<file path="config.mk">
export PLATFORM = sky130hd
export DESIGN_NAME = mem_arbiter
export DESIGN_NICKNAME = d
export VERILOG_FILES = /design/src/rtl/mem_arbiter.sv
export SDC_FILE = /design/constraint.sdc
export NUM_CORES = 1
export LEC_CHECK = 0
export BUFFER_PORTS_ARGS = -buffer_cell sky130_fd_sc_hd__clkbuf_2
export CAP_MARGIN = 20
export CORE_AREA = 2 2 110 112
export CTS_CLUSTER_SIZE = 20
export DETAILED_ROUTE_END_ITERATION = 7
export DIE_AREA = 0 0 112 114
export GPL_TIMING_DRIVEN = 0
export SLEW_MARGIN = 20
export SYNTH_ARGS = -nofsm -noshare
export SYNTH_HDL_FRONTEND = slang
export SYNTH_SLANG_ARGS = --single-unit
</file>
<file path="constraint.sdc">
create_clock -name clk -period 4.3 [get_ports clk]
set_clock_uncertainty 0.15 [all_clocks]
set_input_delay 0.86 -clock clk [delete_from_list [all_inputs] [get_ports clk]]
set_output_delay 0.86 -clock clk [all_outputs]
set_load 0.01 [all_outputs]
</file>
<file path="src/rtl/mem_arbiter.sv">
// Two-master (instr/data) arbiter onto one req/gnt/rvalid memory port; zero-latency request and response paths.
// Holds at most DEPTH outstanding requests; MEM_ARB_RR_EN selects round-robin, otherwise data has fixed priority.
module mem_arbiter #(
  parameter int DEPTH = 2
) (
  input  logic        clk,
  input  logic        rst,
  input  logic        instr_req,
  output logic        instr_gnt,
  output logic        instr_rvalid,
  input  logic [31:0] instr_addr,
  output logic [31:0] instr_rdata,
  output logic        instr_err,
  input  logic        data_req,
  output logic        data_gnt,
  output logic        data_rvalid,
  input  logic        data_we,
  input  logic [3:0]  data_be,
  input  logic [31:0] data_addr,
  input  logic [31:0] data_wdata,
  output logic [31:0] data_rdata,
  output logic        data_err,
  output logic        mem_req,
  output logic        mem_we,
  output logic [3:0]  mem_be,
  output logic [31:0] mem_addr,
  output logic [31:0] mem_wdata,
  input  logic        mem_gnt,
  input  logic        mem_rvalid,
  input  logic [31:0] mem_rdata,
  input  logic        mem_err,
  output logic        proto_err
);

  localparam int CW = $clog2(DEPTH + 1);
  localparam int PW = (DEPTH > 1) ? $clog2(DEPTH) : 1;

  logic [CW-1:0]    count_q, count_d;
  logic [PW-1:0]    wr_ptr_q, wr_ptr_d;
  logic [PW-1:0]    rd_ptr_q, rd_ptr_d;
  logic [DEPTH-1:0] fifo_q, fifo_d;
  logic             proto_err_q, proto_err_d;

  logic win_vld, win_id, push, pop, head, resp_vld, empty;

`ifdef MEM_ARB_RR_EN
  // 0 = instr granted last, 1 = data granted last
  logic last_q, last_d;
  assign win_id = (instr_req && data_req) ? ~last_q : data_req;
`else
  assign win_id = data_req;
`endif

  assign win_vld  = instr_req || data_req;
  assign empty    = (count_q == '0);
  assign head     = fifo_q[rd_ptr_q];

  assign mem_req  = !rst && win_vld && (count_q < CW'(DEPTH));
  assign push     = mem_req && mem_gnt;
  assign resp_vld = !rst && mem_rvalid && !empty;
  assign pop      = resp_vld;

  assign mem_we    = win_id ? data_we    : 1'b0;
  assign mem_be    = win_id ? data_be    : 4'hF;
  assign mem_addr  = win_id ? data_addr  : instr_addr;
  assign mem_wdata = win_id ? data_wdata : 32'h0;

  assign instr_gnt    = push && !win_id;
  assign data_gnt     = push &&  win_id;
  assign instr_rvalid = resp_vld && !head;
  assign data_rvalid  = resp_vld &&  head;
  assign instr_rdata  = mem_rdata;
  assign data_rdata   = mem_rdata;
  assign instr_err    = instr_rvalid && mem_err;
  assign data_err     = data_rvalid && mem_err;
  assign proto_err    = proto_err_q;

  always_comb begin
    count_d     = count_q;
    wr_ptr_d    = wr_ptr_q;
    rd_ptr_d    = rd_ptr_q;
    fifo_d      = fifo_q;
    proto_err_d = proto_err_q || (mem_rvalid && empty);
    if (push) begin
      fifo_d[wr_ptr_q] = win_id;
      wr_ptr_d = (wr_ptr_q == PW'(DEPTH - 1)) ? '0 : wr_ptr_q + 1'b1;
    end
    if (pop) begin
      rd_ptr_d = (rd_ptr_q == PW'(DEPTH - 1)) ? '0 : rd_ptr_q + 1'b1;
    end
    case ({push, pop})
      2'b10:   count_d = count_q + 1'b1;
      2'b01:   count_d = count_q - 1'b1;
      default: count_d = count_q;
    endcase
  end

`ifdef MEM_ARB_RR_EN
  always_comb begin
    last_d = last_q;
    if (push) last_d = win_id;
  end

  always_ff @(posedge clk) begin
    if (rst) last_q <= 1'b0;
    else     last_q <= last_d;
  end
`endif

  always_ff @(posedge clk) begin
    if (rst) begin
      count_q     <= '0;
      wr_ptr_q    <= '0;
      rd_ptr_q    <= '0;
      fifo_q      <= '0;
      proto_err_q <= 1'b0;
    end else begin
      count_q     <= count_d;
      wr_ptr_q    <= wr_ptr_d;
      rd_ptr_q    <= rd_ptr_d;
      fifo_q      <= fifo_d;
      proto_err_q <= proto_err_d;
    end
  end

endmodule

</file>
Word-level counts from Yosys, hierarchy flattened --
Index checks and enable logic that the tools add are counted.
Storage, ports and cells: register bits 7, bits of input ports 140
Operators by class: $add $sub $neg 4, $lt $le $gt $ge 4, equal/unequal tests 2, muxes and demuxes 12, reduce and logical (&&, ||, !) cells 21
Operators with widths (number):
- $mux 32 | 2
- $logic_and 1x1->1 | 13
- $mux 1 | 6
- $logic_not 1->1 | 4
- $lt 1x2->1 const B | 2
- $mux 4 | 1
- $pmux 2 s2 | 1
- $add 1x1->1 const B | 2
- $add 2x1->2 const B | 1
- $bwmux 2 | 1
- $eq 2x1->1 const B | 1
- $eq 2x2->1 const B | 1
- $logic_not 2->1 | 1
- $logic_or 1x1->1 | 2
- $lt 2x2->1 const B | 1
- $reduce_bool 2->1 | 1
- $sub 2x1->2 const B | 1
- $demux 1 s1 | 1
- $ge 1x1->1 const B | 1

Depth between registers and ports, before layout --
word-level depth 6, depth in mapped cells 6, depth with buffers taken out 6

Worst setup path after synthesis --
OpenSTA, ideal clock, no wires.
kind in2out, start in data_req, end out mem_addr[10], arrival 1.747 ns, required time 3.290 ns, setup slack 1.543 ns, stages on the path 3, cells stage by stage clkbuf_1 > buf_2 > mux2_2
Between the ends: longest elaborated chain between the ends 1
RTL lines:
- start, declared | line 14 | input logic data_req,
- $mux 32 | line 65 | assign mem_addr = win_id ? data_addr : instr_addr;
- end, declared | line 26 | output logic [31:0] mem_addr,
No other way between the ends.

Final worst setup path --
start in data_req, end out mem_addr[25]
Same word-level chain as after synthesis.

==> reports/results.tsv <==
metric	value	unit
status	finished, final reports clean	
Worst slew margin	57.3	%
Req. time, crit path	3.29	ns
Top Ports	281	
leakage	1.79	nW
Worst Path Arrival	2.32	ns
Hold Buf Count CTS	0	
post-route ant nets	0	
PortBufs	248	
grt total ovfl	0	
post-CTS setup buffer count	0	
worst hold path type	register to register	
Clk pwr share	30.9	%
final worst slack	0.974	ns
Placed Area	2910	um2
via count	2053	
Rows	40	
initial antenna violation count	0	
sw frac	32.0	%
Setup CP Type	primary input to output port	
Worst path most repeated cell	clkbuf_2	
Clk Latency, worst-skew pair	0.24	ns
Slew Limit Fails	0	
die area	12800	um2
CTS H-tree lvls	1	
slowest CP cell	clkbuf_1	
Yosys reg bits	7	
die width	112	um
post-route cell area	2990	um2
Finished Layout Cells	585	
reg2reg end	count_q[1]$_SDFFE_PP0P_	
routed len/inst	11.1	um
CTS Buffer Depth	2	
CTS tree	yes	
Total GRT Usage	8.61	%
worst slew pin tran	0.640	ns
layout cells sized above 1	80.8	%
hold path cells	2	
pin count of the biggest net entering global routing	11	
CP Capture Type	output port	
worst r2r path cells	5	
clock-pin slew on the worst setup and hold paths	0.04	ns
clock sinks	7	
r2r setup slk	2.17	ns
Max stage delay on crit path	0.49	ns
part of the cycle the worst path needs	77.4	%
Critical Path, Cell by Cell	clkbuf_2 -> clkbuf_1 -> buf_2 -> mux2_2 -> clkbuf_2	
final setup TNS	0	ns
Pwr Density	176	nW/um2
Max Clk Rate	301	MHz
overall power	0.526	mW
die height	114	um
DP HPWL	5840	um
first-pass GRT wire length	8940	um
worst reg2reg path startpoint	count_q[1]$_SDFFE_PP0P_	
max-cap viol count	0	
Synth async-reset ratio	0	%
Hold Path Sink	proto_err$_SDFF_PP0_	
P_int	0.358	mW
cell family with most CP delay	buffers and inverters	
hold_sp	proto_err$_SDFF_PP0_	
sequential area share after synthesis	9.45	%
VDD IR max	0.190	mV
# DRC	0	
final worst path period need	3.33	ns
Hold WS	0.319	ns
most common cell after layout, fill and taps aside	clkbuf_2	
fin nets	580	
final setup violation count	0	
drt total wl	6480	um
Post-CTS Resized	0	
post-synth cell types	27	
Max FO, Critical Path	10	
Initial Util	12.7	%
DRT iter0 DRCs	109	
drt pass-1 iters	4	
mean post-synth cell area	7.97	um2
gpl congestion	0.787	
Post-Synthesis Cell Area	1480	um2
ANT cells	0	
Startpoint Class	primary input	
Root Buffer	clkbuf_16	
worst slack at placement	0.872	ns
final hold viol count	0	
post-synthesis net count	327	
WP buf/inv	4	
Layout area overhead	101	%
final core occ	25.5	%
total CTS buffers	3	
Ys Warns	0	
Post-synth EDFFs	0	
sequential share of power	14.9	%
via density per instance	3.51	
commonest cells after routing, fill and taps aside	clkbuf_2, buf_4, mux2_2, and2_1	
unrepaired setup endpoints after global routing	no	
core footprint	11700	um2
power share of the combinational group	54.2	%
vias in the first global route	1834	
Psw	0.168	mW
Syn Inst Count	186	
Primary FF master, synth	dfxtp_1	
placed cell count	581	
## cell families (layout without fill, tap and decap cells)
group                    count (synthesis)  in the layout  synth area share, %
AND/OR/NAND/NOR                         59             59                 23.5
adder cells (fa/ha/maj)                  1              1                0.844
AO/OA/AOI/OAI                            6              6                 2.53
XOR/XNOR                                 3              3                 1.77
multiplexers                            35             35                 26.5
buffers and inverters                   75            327                 35.4
flip-flops                               7              7                 9.45
## routing by layer
metal  up-vias  track usage [%]  share of wire (%)
met1       859             10.4                 39
met5         -                0                  0
li1       1050                -                  -
met3         8             1.59                9.1
met4         0             1.79               0.90
met2       136             16.0                 51
## power groups by stage
stage          registers, mW  clock network, mW  logic, mW
6_report              0.0784              0.162      0.285
5_1_grt               0.0795              0.167      0.309
4_1_cts               0.0784              0.165      0.289
3_5_place_dp          0.0795                  0      0.287
3_3_place_gp          0.0791                  0      0.286
2_1_floorplan         0.0784                  0      0.155
## registers in the layout, indices dropped and copies added, names as in the netlist
| register | cells |
|---|---|
| wr_ptr_q | 1 |
| count_q | 2 |
| rd_ptr_q | 1 |
| fifo_q | 2 |
| proto_err | 1 |
## Yosys cell counts (2+ instances only)
cell type / count / area (um2)
inv_1: 2 / 7.51
o21ai_0: 2 / 10.0
clkbuf_1: 6 / 22.5
mux2_2: 33 / 372
xor2_1: 2 / 17.5
o311ai_0: 2 / 17.5
nor2_1: 7 / 26.3
and3_1: 2 / 12.5
nand2b_1: 4 / 25.0
buf_2: 3 / 15.0
nand2_1: 3 / 11.3
and2_1: 33 / 206
a21oi_1: 2 / 10.0
dfxtp_1: 7 / 140
nor3_1: 3 / 15.0
buf_4: 64 / 480
## worst max path at each step
stage,start,endpoint,slack (ns),depth (start not counted)
after global routing,data_req,mem_addr[25],0.80,5
after detailed placement,data_req,mem_addr[9],0.87,5
final,data_req,mem_addr[25],0.97,5
after floorplan,data_req,mem_addr[10],1.54,3
after CTS,data_req,mem_addr[25],0.86,5
after global placement,data_req,mem_addr[25],0.86,5
## layout make-up
type                    count  area, um2
plain buffers              73        518
clock buffers               4       78.8
fillers                  1333       8720
inverters                   2       7.51
multi-input cells         104        817
flip-flops and latches      7        140
well taps                 147        184
repair buffers            248       1240
## tightest hold or removal path: stages, from the launching register on
cell	delay, ns
dfxtp_1	0.32
a21oi_1	0.04
nor2_1	0.07
No activity file was read; power rests on OpenSTA's default activity.
